===== src/rtl/reg_dump_defs_pkg.sv =====
// Shared definitions for the register-dump sequencer: FSM encoding and the
// register-file geometry defaults also used by the processor top.
package reg_dump_defs;

    localparam int REG_ADDR_BITS = 3;
    localparam int DATA_WIDTH    = 16;
    localparam int TOTAL_REG     = 8;
    localparam int READ_LATENCY  = 1;

    typedef enum logic [1:0] {
        IDLE   = 2'd0,
        SETTLE = 2'd1,
        OUTPUT = 2'd2,
        DONE   = 2'd3
    } dump_state_t;

    // Width of the settle down-counter; one spare bit keeps latency 0 legal.
    function automatic int settle_cnt_width(input int latency);
        return $clog2(latency + 1) + 1;
    endfunction

endpackage


===== src/rtl/dump_settle_timer.sv =====
// Loadable down-counter that measures how long a new register select has
// been presented to the readback port; expire marks the last settle cycle.
module dump_settle_timer
    import reg_dump_defs::*;
#(
    parameter int ReadLatency = READ_LATENCY
) (
    input  logic CLK,
    input  logic RST,
    input  logic load,
    input  logic en,
    output logic expire
);

    localparam int              CW       = settle_cnt_width(ReadLatency);
    localparam logic [CW-1:0]   LOAD_VAL = CW'(ReadLatency);
    localparam logic [CW-1:0]   ONE      = CW'(1);

    logic [CW-1:0] r_count;

    always_ff @(posedge CLK or posedge RST) begin
        if (RST) begin
            r_count <= '0;
        end else if (load) begin
            r_count <= LOAD_VAL;
        end else if (en && (r_count != '0)) begin
            r_count <= r_count - ONE;
        end
    end

    // Loaded with ReadLatency, so zero is reached after ReadLatency+1 cycles.
    assign expire = (r_count == '0);

endmodule


===== src/rtl/reg_dump_sequencer.sv =====
// Steps the processor readback select through every register, waits for the
// data to settle, and streams {index, value} beats while summing the values.
module reg_dump_sequencer
    import reg_dump_defs::*;
#(
    parameter int RegAddrBits = REG_ADDR_BITS,
    parameter int DataWidth   = DATA_WIDTH,
    parameter int TotalReg    = TOTAL_REG,
    parameter int ReadLatency = READ_LATENCY
) (
    input  logic                   CLK,
    input  logic                   RST,
    input  logic                   start,
    output logic [RegAddrBits-1:0] inr,
    input  logic [DataWidth-1:0]   out_value,
    output logic                   dump_valid,
    input  logic                   dump_ready,
    output logic [RegAddrBits-1:0] dump_index,
    output logic [DataWidth-1:0]   dump_data,
    output logic                   busy,
    output logic                   done,
    output logic [DataWidth-1:0]   checksum
);

    localparam logic [RegAddrBits-1:0] LAST_IDX = RegAddrBits'(TotalReg - 1);
    localparam logic [RegAddrBits-1:0] IDX_ONE  = RegAddrBits'(1);

    dump_state_t            r_state;
    logic [RegAddrBits-1:0] r_inr;
    logic                   r_valid;
    logic [RegAddrBits-1:0] r_index;
    logic [DataWidth-1:0]   r_data;
    logic                   r_busy;
    logic                   r_done;
    logic [DataWidth-1:0]   r_checksum;

    logic w_handshake;
    logic w_last;
    logic w_load;
    logic w_en;
    logic w_expire;

    assign w_handshake = (r_state == OUTPUT) && r_valid && dump_ready;
    assign w_last      = (r_index == LAST_IDX);

    // Restart the settle window on every edge that enters SETTLE.
    assign w_load = ((r_state == IDLE) && start) || (w_handshake && !w_last);
    assign w_en   = (r_state == SETTLE);

    dump_settle_timer #(
        .ReadLatency (ReadLatency)
    ) u_settle_timer (
        .CLK    (CLK),
        .RST    (RST),
        .load   (w_load),
        .en     (w_en),
        .expire (w_expire)
    );

    always_ff @(posedge CLK or posedge RST) begin
        if (RST) begin
            r_state    <= IDLE;
            r_inr      <= '0;
            r_valid    <= 1'b0;
            r_index    <= '0;
            r_data     <= '0;
            r_busy     <= 1'b0;
            r_done     <= 1'b0;
            r_checksum <= '0;
        end else begin
            case (r_state)
                IDLE: begin
                    r_done <= 1'b0;
                    if (start) begin
                        r_state    <= SETTLE;
                        r_checksum <= '0;
                        r_inr      <= '0;
                        r_busy     <= 1'b1;
                    end
                end
                SETTLE: begin
                    if (w_expire) begin
                        r_data  <= out_value;
                        r_index <= r_inr;
                        r_valid <= 1'b1;
                        r_state <= OUTPUT;
                    end
                end
                OUTPUT: begin
                    // inr is untouched while stalled so the readback stays put.
                    if (w_handshake) begin
                        r_checksum <= r_checksum + r_data;
                        r_valid    <= 1'b0;
                        if (w_last) begin
                            r_state <= DONE;
                        end else begin
                            r_inr   <= r_inr + IDX_ONE;
                            r_state <= SETTLE;
                        end
                    end
                end
                DONE: begin
                    r_done  <= 1'b1;
                    r_busy  <= 1'b0;
                    r_inr   <= '0;
                    r_state <= IDLE;
                end
                default: begin
                    r_state <= IDLE;
                end
            endcase
        end
    end

    assign inr        = r_inr;
    assign dump_valid = r_valid;
    assign dump_index = r_index;
    assign dump_data  = r_data;
    assign busy       = r_busy;
    assign done       = r_done;
    assign checksum   = r_checksum;

endmodule

===== config.mk =====
export PLATFORM = sky130hd
export DESIGN_NAME = reg_dump_sequencer
export DESIGN_NICKNAME = d
export VERILOG_FILES = /design/src/rtl/reg_dump_defs_pkg.sv /design/src/rtl/dump_settle_timer.sv /design/src/rtl/reg_dump_sequencer.sv
export SDC_FILE = /design/constraint.sdc
export NUM_CORES = 1
export LEC_CHECK = 0
export CORE_MARGIN = 4
export CORE_UTILIZATION = 40
export CTS_CLUSTER_SIZE = 24
export DETAILED_ROUTE_END_ITERATION = 6
export HOLD_SLACK_MARGIN = 0.03
export MAX_ROUTING_LAYER = met4
export PLACE_DENSITY = 0.73
export SLEW_MARGIN = 20
export SYNTH_ARGS = -nofsm -noshare
export SYNTH_HDL_FRONTEND = slang
export SYNTH_HIERARCHICAL = 1
export SYNTH_SLANG_ARGS = --single-unit

===== constraint.sdc =====
create_clock -name CLK -period 2.75 [get_ports CLK]
set_input_delay 0.55 -clock CLK [delete_from_list [all_inputs] [get_ports CLK]]
set_output_delay 0.55 -clock CLK [all_outputs]
set_load 0.01 [all_outputs]

==> impl_metrics.csv, run 1 <==
group,metric,value,unit
run_status,outcome,"finished, final reports clean",
sta,worst-slew-pin-transition,873,ps
route,firstDrtPassIters,4,
setup_path,r2r_start,"dump_data[0]$_DFFE_PP0P_",
global_routing,grt_max_degree,24,
setup_path,reg2reg_depth,9,
sta,grt_setup_unrepaired,"no",
floorplan,rows,29,
route,wirelength,6.13,mm
floorplan,die_w,89.8,µm
power,vdd.ir_drop.worst,0.000537,V
floorplan,ioPinCount,61,
layout,diodes,0,
synthesis,synthDistinctLibCells,45,
layout,finalNetCount,374,
sta,slew_headroom,41.4,%
synthesis,synth_async_sr_flop_share,100,%
route,vias_per_cell,5.43,
clock_network,htreeDepth,2,
sta,timing.final.crit_share,86.2,%
layout,fin_util,53.9,%
power,power.density,1120,nW/µm²
power,cell_internal_pwr,0.00223,W
synthesis,synth_nets,310,
floorplan,chipHeight,89.8,µm
sta,setup_viol,0,
synthesis,ys_seq_area_share,42.1,%
clock_network,cts_buffer_depth,2,
power,clock_power_share,10.7,%
route,vias,2216,
clock_network,cts_inserted_buffers,5,
power,leakage,1.53,nW
placement,port_buffers,60,
synthesis,synthFlopType,"dfrtp_1",
setup_path,crit_chain,"ha_1 -> inv_1 -> fa_1 -> nand2b_1 -> a21oi_2 -> o211ai_2 -> a21oi_1 -> o21ai_0 -> a221o_1",
route,top_layer,"met4",
power,power.total,0.00389,W
clock_network,cts-resized-gates,0,
route,ant_nets,0,
clock_network,clkSinkCount,45,
clock_network,postCtsHoldBufs,0,
placement,place_congestion,0.832,
global_routing,grt_pass1_wl,10.5,mm
route,drc_errors,0,
synthesis,ys.warnings.count,6,
route,drtIter0Drc,68,
clock_network,cts_setup_buffers,0,
power,power_frac_seq,29.6,%
layout,drive_gt1_share,13.0,%
route,wl_met1,2.81,mm
clock_network,cts_tree,"built",
route,wl_met3,274,µm
setup_path,crit_path_max_incr_delay,390,ps
setup_path,worst_path_max_delay_cell,"dfrtp_1",
hold_path,min_path_type,"input pin to asynchronous set/reset pin",
synthesis,synth_area,2670,µm²
global_routing,grtUsageTotal,16.0,%
power,p_sw,0.00166,W
synthesis,synth_edf_count,0,
sta,finalMaxSlewViolations,0,
setup_path,cp_max_fo,4,
global_routing,antenna_found_initial,0,
synthesis,syn_inst,266,
clock_network,path_clk_slew,90,ps
setup_path,critPathRequiredTime,2940,ps
synthesis,ys_ff_latch,45,
floorplan,initial_core_util,41.6,%
route,drt-wirelength-per-cell,15.0,µm
setup_path,crit_path_start_kind,"register",
setup_path,crit_arrival,2560,ps
clock_network,root_buffer,"clkbuf_8",
route,route.met2.wl,3.00,mm
global_routing,gr-total-overflow,0,
synthesis,syn_avg_cell_area,10.1,µm²
sta,hold_viol_final,0,
layout,fin_cells,408,
clock_network,clk_latency,300,ps
placement,dp_hpwl,4.64,mm
floorplan,dieArea,8060,µm²
setup_path,worstSetupPathType,"register to register",
placement,dp_cells,400,
sta,fmax,422,MHz
sta,skew,7.89,ps
layout,area_delta_synth_final,29.4,%
sta,fin_setup_tns,0,ps
setup_path,startpoint,"dump_data[0]$_DFFE_PP0P_",
run,cap_violations,0,
floorplan,coreArea,6420,µm²
power,swShare,42.8,%
global_routing,grt_pass1_vias,2210,
power,combPwrFrac,59.7,%
sta,period_needed,2370,ps
layout,n_fill_cell,586,
setup_path,worstSetupEndpointType,"register",
==> area by class of cell <==
cell class,instances,area [µm²],share of cell area (%)
Clock buffer,5,68.8,1.99
Clock inverter,3,17.5,0.506
Inverter,16,60.1,1.74
Multi-Input combinational cell,197,1450,42.0
Sequential cell,45,1130,32.5
Tap cell,77,96.3,2.78
Timing Repair Buffer,65,638,18.4
==> worst max-delay path: cells and delay by family, from the launching register on <==
family / cells / cell delay [ps]
and+or+nand+nor: 1 / 190
buffers and inverters: 1 / 60
DFF: 1 / 390
AOI/OAI and AO/OA: 5 / 1010
adders and majority gates: 2 / 600
==> cell families (layout without fill, tap and decap cells) <==
kind of cell / count (synthesis) / in the layout / synth area share (%)
DFF: 45 / 45 / 42.1
adders and majority gates: 24 / 24 / 11.5
AOI/OAI and AO/OA: 77 / 77 / 19.2
buffers and inverters: 24 / 89 / 3.51
muxes: 19 / 19 / 7.95
and+or+nand+nor: 65 / 65 / 11.7
xor gates and xnor gates: 12 / 12 / 3.93
==> per-stage QoR <==
step                      instance area, µm²  setup WS [ps]  hold WS, ps
after floorplan                         2670            567          291
after global routing                    3460            225          429
after detailed placement                3370            340          501
after global placement                  3370            411          502
final                                   3460            380          428
after CTS                               3460            369          423
==> layer usage <==
layer / GRT usage (%) / vias to the layer above
met3: 3.51 / 5
met5: - / -
li1: - / 1083
met2: 27.2 / 51
met4: 3.45 / 0
met1: 19.7 / 1077
==> power groups by stage <==
stage / Clock, W / Sequential (W) / Combinational, W
global placement: 0 / 0.00116 / 0.00227
global route: 0.000457 / 0.00120 / 0.00256
CTS: 0.000427 / 0.00116 / 0.00234
finish: 0.000418 / 0.00115 / 0.00232
floorplan: 0 / 0.00122 / 0.00143
detailed placement: 0 / 0.00117 / 0.00232
==> cell usage after synthesis, types with 3 or more instances <==
cell type	number	area share, %
a211oi_1	3	0.84
a21o_1	3	0.84
a21oi_1	15	2.8
buf_2	3	0.56
clkbuf_1	5	0.70
dfrtp_1	45	42
ha_1	23	11
inv_1	15	2.1
mux2_2	18	7.6
nand2_1	29	4.1
nand3_1	6	1.1
nor2_1	11	1.5
nor2b_1	4	0.94
nor3_1	3	0.56
o21ai_0	31	5.8
o31ai_1	4	1.1
xnor2_1	5	1.6
xor2_1	7	2.3
==> flip-flops by register name (all words and copies together), names as in the netlist <==
name                    count
busy                        1
checksum                   16
dump_index                  3
dump_valid                  1
inr                         3
dump_data                  16
r_state                     2
done                        1
u_settle_timer/r_count      2
==> worst paths after layout <==
path                                                         end  slack [ps]
max                                     checksum[12]$_DFFE_PP0P_         380
min                        u_settle_timer/r_count[0]$_DFFE_PP0P_         430
max reg2reg                             checksum[12]$_DFFE_PP0P_         380
min reg2reg                             checksum[13]$_DFFE_PP0P_         520
max in group asynchronous                checksum[9]$_DFFE_PP0P_        1460
min in group CLK                        checksum[13]$_DFFE_PP0P_         520
==> layout by cell type (no fill, tap or decap), types with 3 or more instances in the layout <==
cell type	synthesis	layout
a211oi_1	3	3
a21o_1	3	3
a21oi_1	15	15
buf_4	0	5
clkbuf_8	0	5
clkdlybuf4s50_1	0	60
dfrtp_1	45	45
ha_1	23	23
inv_1	15	14
mux2_2	18	18
nand2_1	29	29
nand3_1	6	6
nor2_1	11	11
nor2b_1	4	4
nor3_1	3	3
o21ai_0	31	30
o31ai_1	4	4
xnor2_1	5	5
xor2_1	7	7
(Power assumes the default switching activity.)
==> inputs of run 2 (changes only) <==
Settings changed: SLEW_MARGIN 20 to not set.
==> results of run 2 <==
The final DEF is identical to that of run 1; final timing and power are the same.
==> inputs of run 3 (changes only) <==
Settings changed: TNS_END_PERCENT set to 50.
Clock period 2.75 ns to 2.65 ns, I/O delays scaled along.
==> run 3 against run 2 <==
Effect of this change:
- cell count grew 0.25%
- non-clock buffer count grew 1
- clock skew shrank 2.8 ps
==> impl_metrics.csv, run 3 (synthesis results as in run 1) <==
group,metric,value,unit
placement,dp_hpwl,4.60,mm
route,route.met2.wl,2.77,mm
setup_path,crit_path_max_incr_delay,390,ps
clock_network,path_clk_slew,80,ps
placement,place_area,3380,µm²
global_routing,grtUsageTotal,15.7,%
route,vias_per_cell,5.32,
floorplan,chipHeight,89.8,µm
layout,finalNetCount,375,
setup_path,crit_path_start_kind,"register",
clock_network,cts_inserted_buffers,5,
clock_network,clkSinkCount,45,
sta,finalMaxSlewViolations,0,
route,drtIter0Drc,67,
placement,place_congestion,0.860,
sta,worst-slew-pin-transition,904,ps
run_status,outcome,"finished, final reports clean",
floorplan,rows,29,
power,leakage,1.54,nW
run,cap_violations,0,
route,wl_met3,273,µm
layout,final_cell_mix,"60 x clkdlybuf4s50_1, 45 x dfrtp_1, 30 x o21ai_0",
global_routing,grt_pass1_vias,2198,
route,vias,2176,
layout,design_area,3460,µm²
setup_path,critPathRequiredTime,2830,ps
route,firstDrtPassIters,4,
clock_network,cts-resized-gates,0,
clock_network,cts_tree,"built",
layout,diodes,0,
global_routing,antenna_found_initial,0,
clock_network,cts_setup_buffers,0,
route,ant_nets,0,
floorplan,ioPinCount,61,
sta,setup_viol,0,
setup_path,cp_max_fo,4,
route,drt-wirelength-per-cell,14.6,µm
setup_path,worst_path_max_delay_cell,"dfrtp_1",
layout,area_delta_synth_final,29.6,%
setup_path,worstSetupEndpointType,"register",
global_routing,grt_pass1_wl,10.3,mm
power,vdd.ir_drop.worst,0.000550,V
placement,port_buffers,60,
sta,slew_headroom,39.3,%
sta,fmax,413,MHz
floorplan,die_w,89.8,µm
route,wl_met1,2.87,mm
route,wirelength,5.95,mm
layout,drive_gt1_share,13.0,%
global_routing,grt_max_degree,17,
sta,grt_setup_unrepaired,"no",
power,power.density,1160,nW/µm²
floorplan,coreArea,6420,µm²
sta,skew,5.04,ps
global_routing,gr-total-overflow,0,
sta,hold_viol_final,0,
clock_network,htreeDepth,2,
floorplan,initial_core_util,41.6,%
layout,mostFrequentLayoutCell,"clkdlybuf4s50_1",
route,top_layer,"met4",
setup_path,crit_arrival,2600,ps
clock_network,cts_buffer_depth,2,
sta,period_needed,2420,ps
route,drc_errors,0,
clock_network,postCtsHoldBufs,0,
hold_path,min_path_type,"input pin to asynchronous set/reset pin",
setup_path,worstSetupPathType,"register to register",
clock_network,clk_latency,300,ps
setup_path,crit_chain,"ha_1 -> inv_1 -> fa_1 -> nand2b_1 -> a21oi_2 -> o211ai_2 -> a21oi_1 -> o21ai_0 -> a221o_1",
clock_network,root_buffer,"clkbuf_8",
floorplan,dieArea,8060,µm²
sta,fin_setup_tns,0,ps
sta,timing.final.crit_share,91.3,%
-- run 3: cell types whose count changed in the layout (fill, tap and decap cells not counted), sizes merged --
cell,delta
clkbuf,+1
buf,+1
clkinvlp,-1
-- run 3: where the power goes --
| group | switching [W] | internal, W |
|---|---|---|
| combinational | 0.00123 | 0.00118 |
| sequential | 0.000235 | 0.000956 |
| clock | 0.000238 | 0.000183 |
| total | 0.00171 | 0.00232 |
-- run 3: layer usage --
metal	up-vias	track usage (%)
met5	-	-
met4	0	3.58
met3	5	3.67
met2	49	25.3
met1	1038	20.3
li1	1084	-
-- run 3: path summary, 6_finish.rpt --
path                                                          to                     start  depth (start not counted)  slack, ps
min in group CLK                                done$_DFFE_PP0P_          done$_DFFE_PP0P_                          1        520
max in group asynchronous                checksum[0]$_DFFE_PP0P_                       RST                          3       1550
max reg2reg                             checksum[12]$_DFFE_PP0P_  dump_data[0]$_DFFE_PP0P_                          9        230
min reg2reg                                     done$_DFFE_PP0P_          done$_DFFE_PP0P_                          1        520
min                        u_settle_timer/r_count[0]$_DFFE_PP0P_                       RST                          2        410
max                                     checksum[12]$_DFFE_PP0P_  dump_data[0]$_DFFE_PP0P_                          9        230
-- run 3: final cells by class --
| class | count | area [µm²] |
|---|---|---|
| Clock buffer | 6 | 72.6 |
| Fill cell | 596 | 2960 |
| Timing Repair Buffer | 66 | 646 |
| Tap cell | 77 | 96.3 |
| Sequential cell | 45 | 1130 |
| Inverter | 16 | 60.1 |
| Multi-Input combinational cell | 197 | 1450 |
| Clock inverter | 2 | 10.0 |
-- run 3: critical path, delay by kind of cell, from the launching register on --
family,cells,cell delay (ps)
DFF,1,390
AOI/OAI and AO/OA,5,1080
and+or+nand+nor,1,190
buffers and inverters,1,60
adders and majority gates,2,590
-- run 3: per-stage QoR --
stage / instances / hold WS, ps / total power (W) / setup slack [ps] / util (%)
2_1_floorplan: 266 / 271 / 0.00275 / 467 / -
5_1_grt: 409 / 433 / 0.00437 / 28.1 / 53.9
3_3_place_gp: 401 / 503 / 0.00356 / 319 / 52.7
6_report: 409 / 413 / 0.00402 / 230 / 53.9
3_5_place_dp: 401 / 501 / 0.00362 / 262 / 52.7
4_1_cts: 409 / 418 / 0.00405 / 243 / 53.9
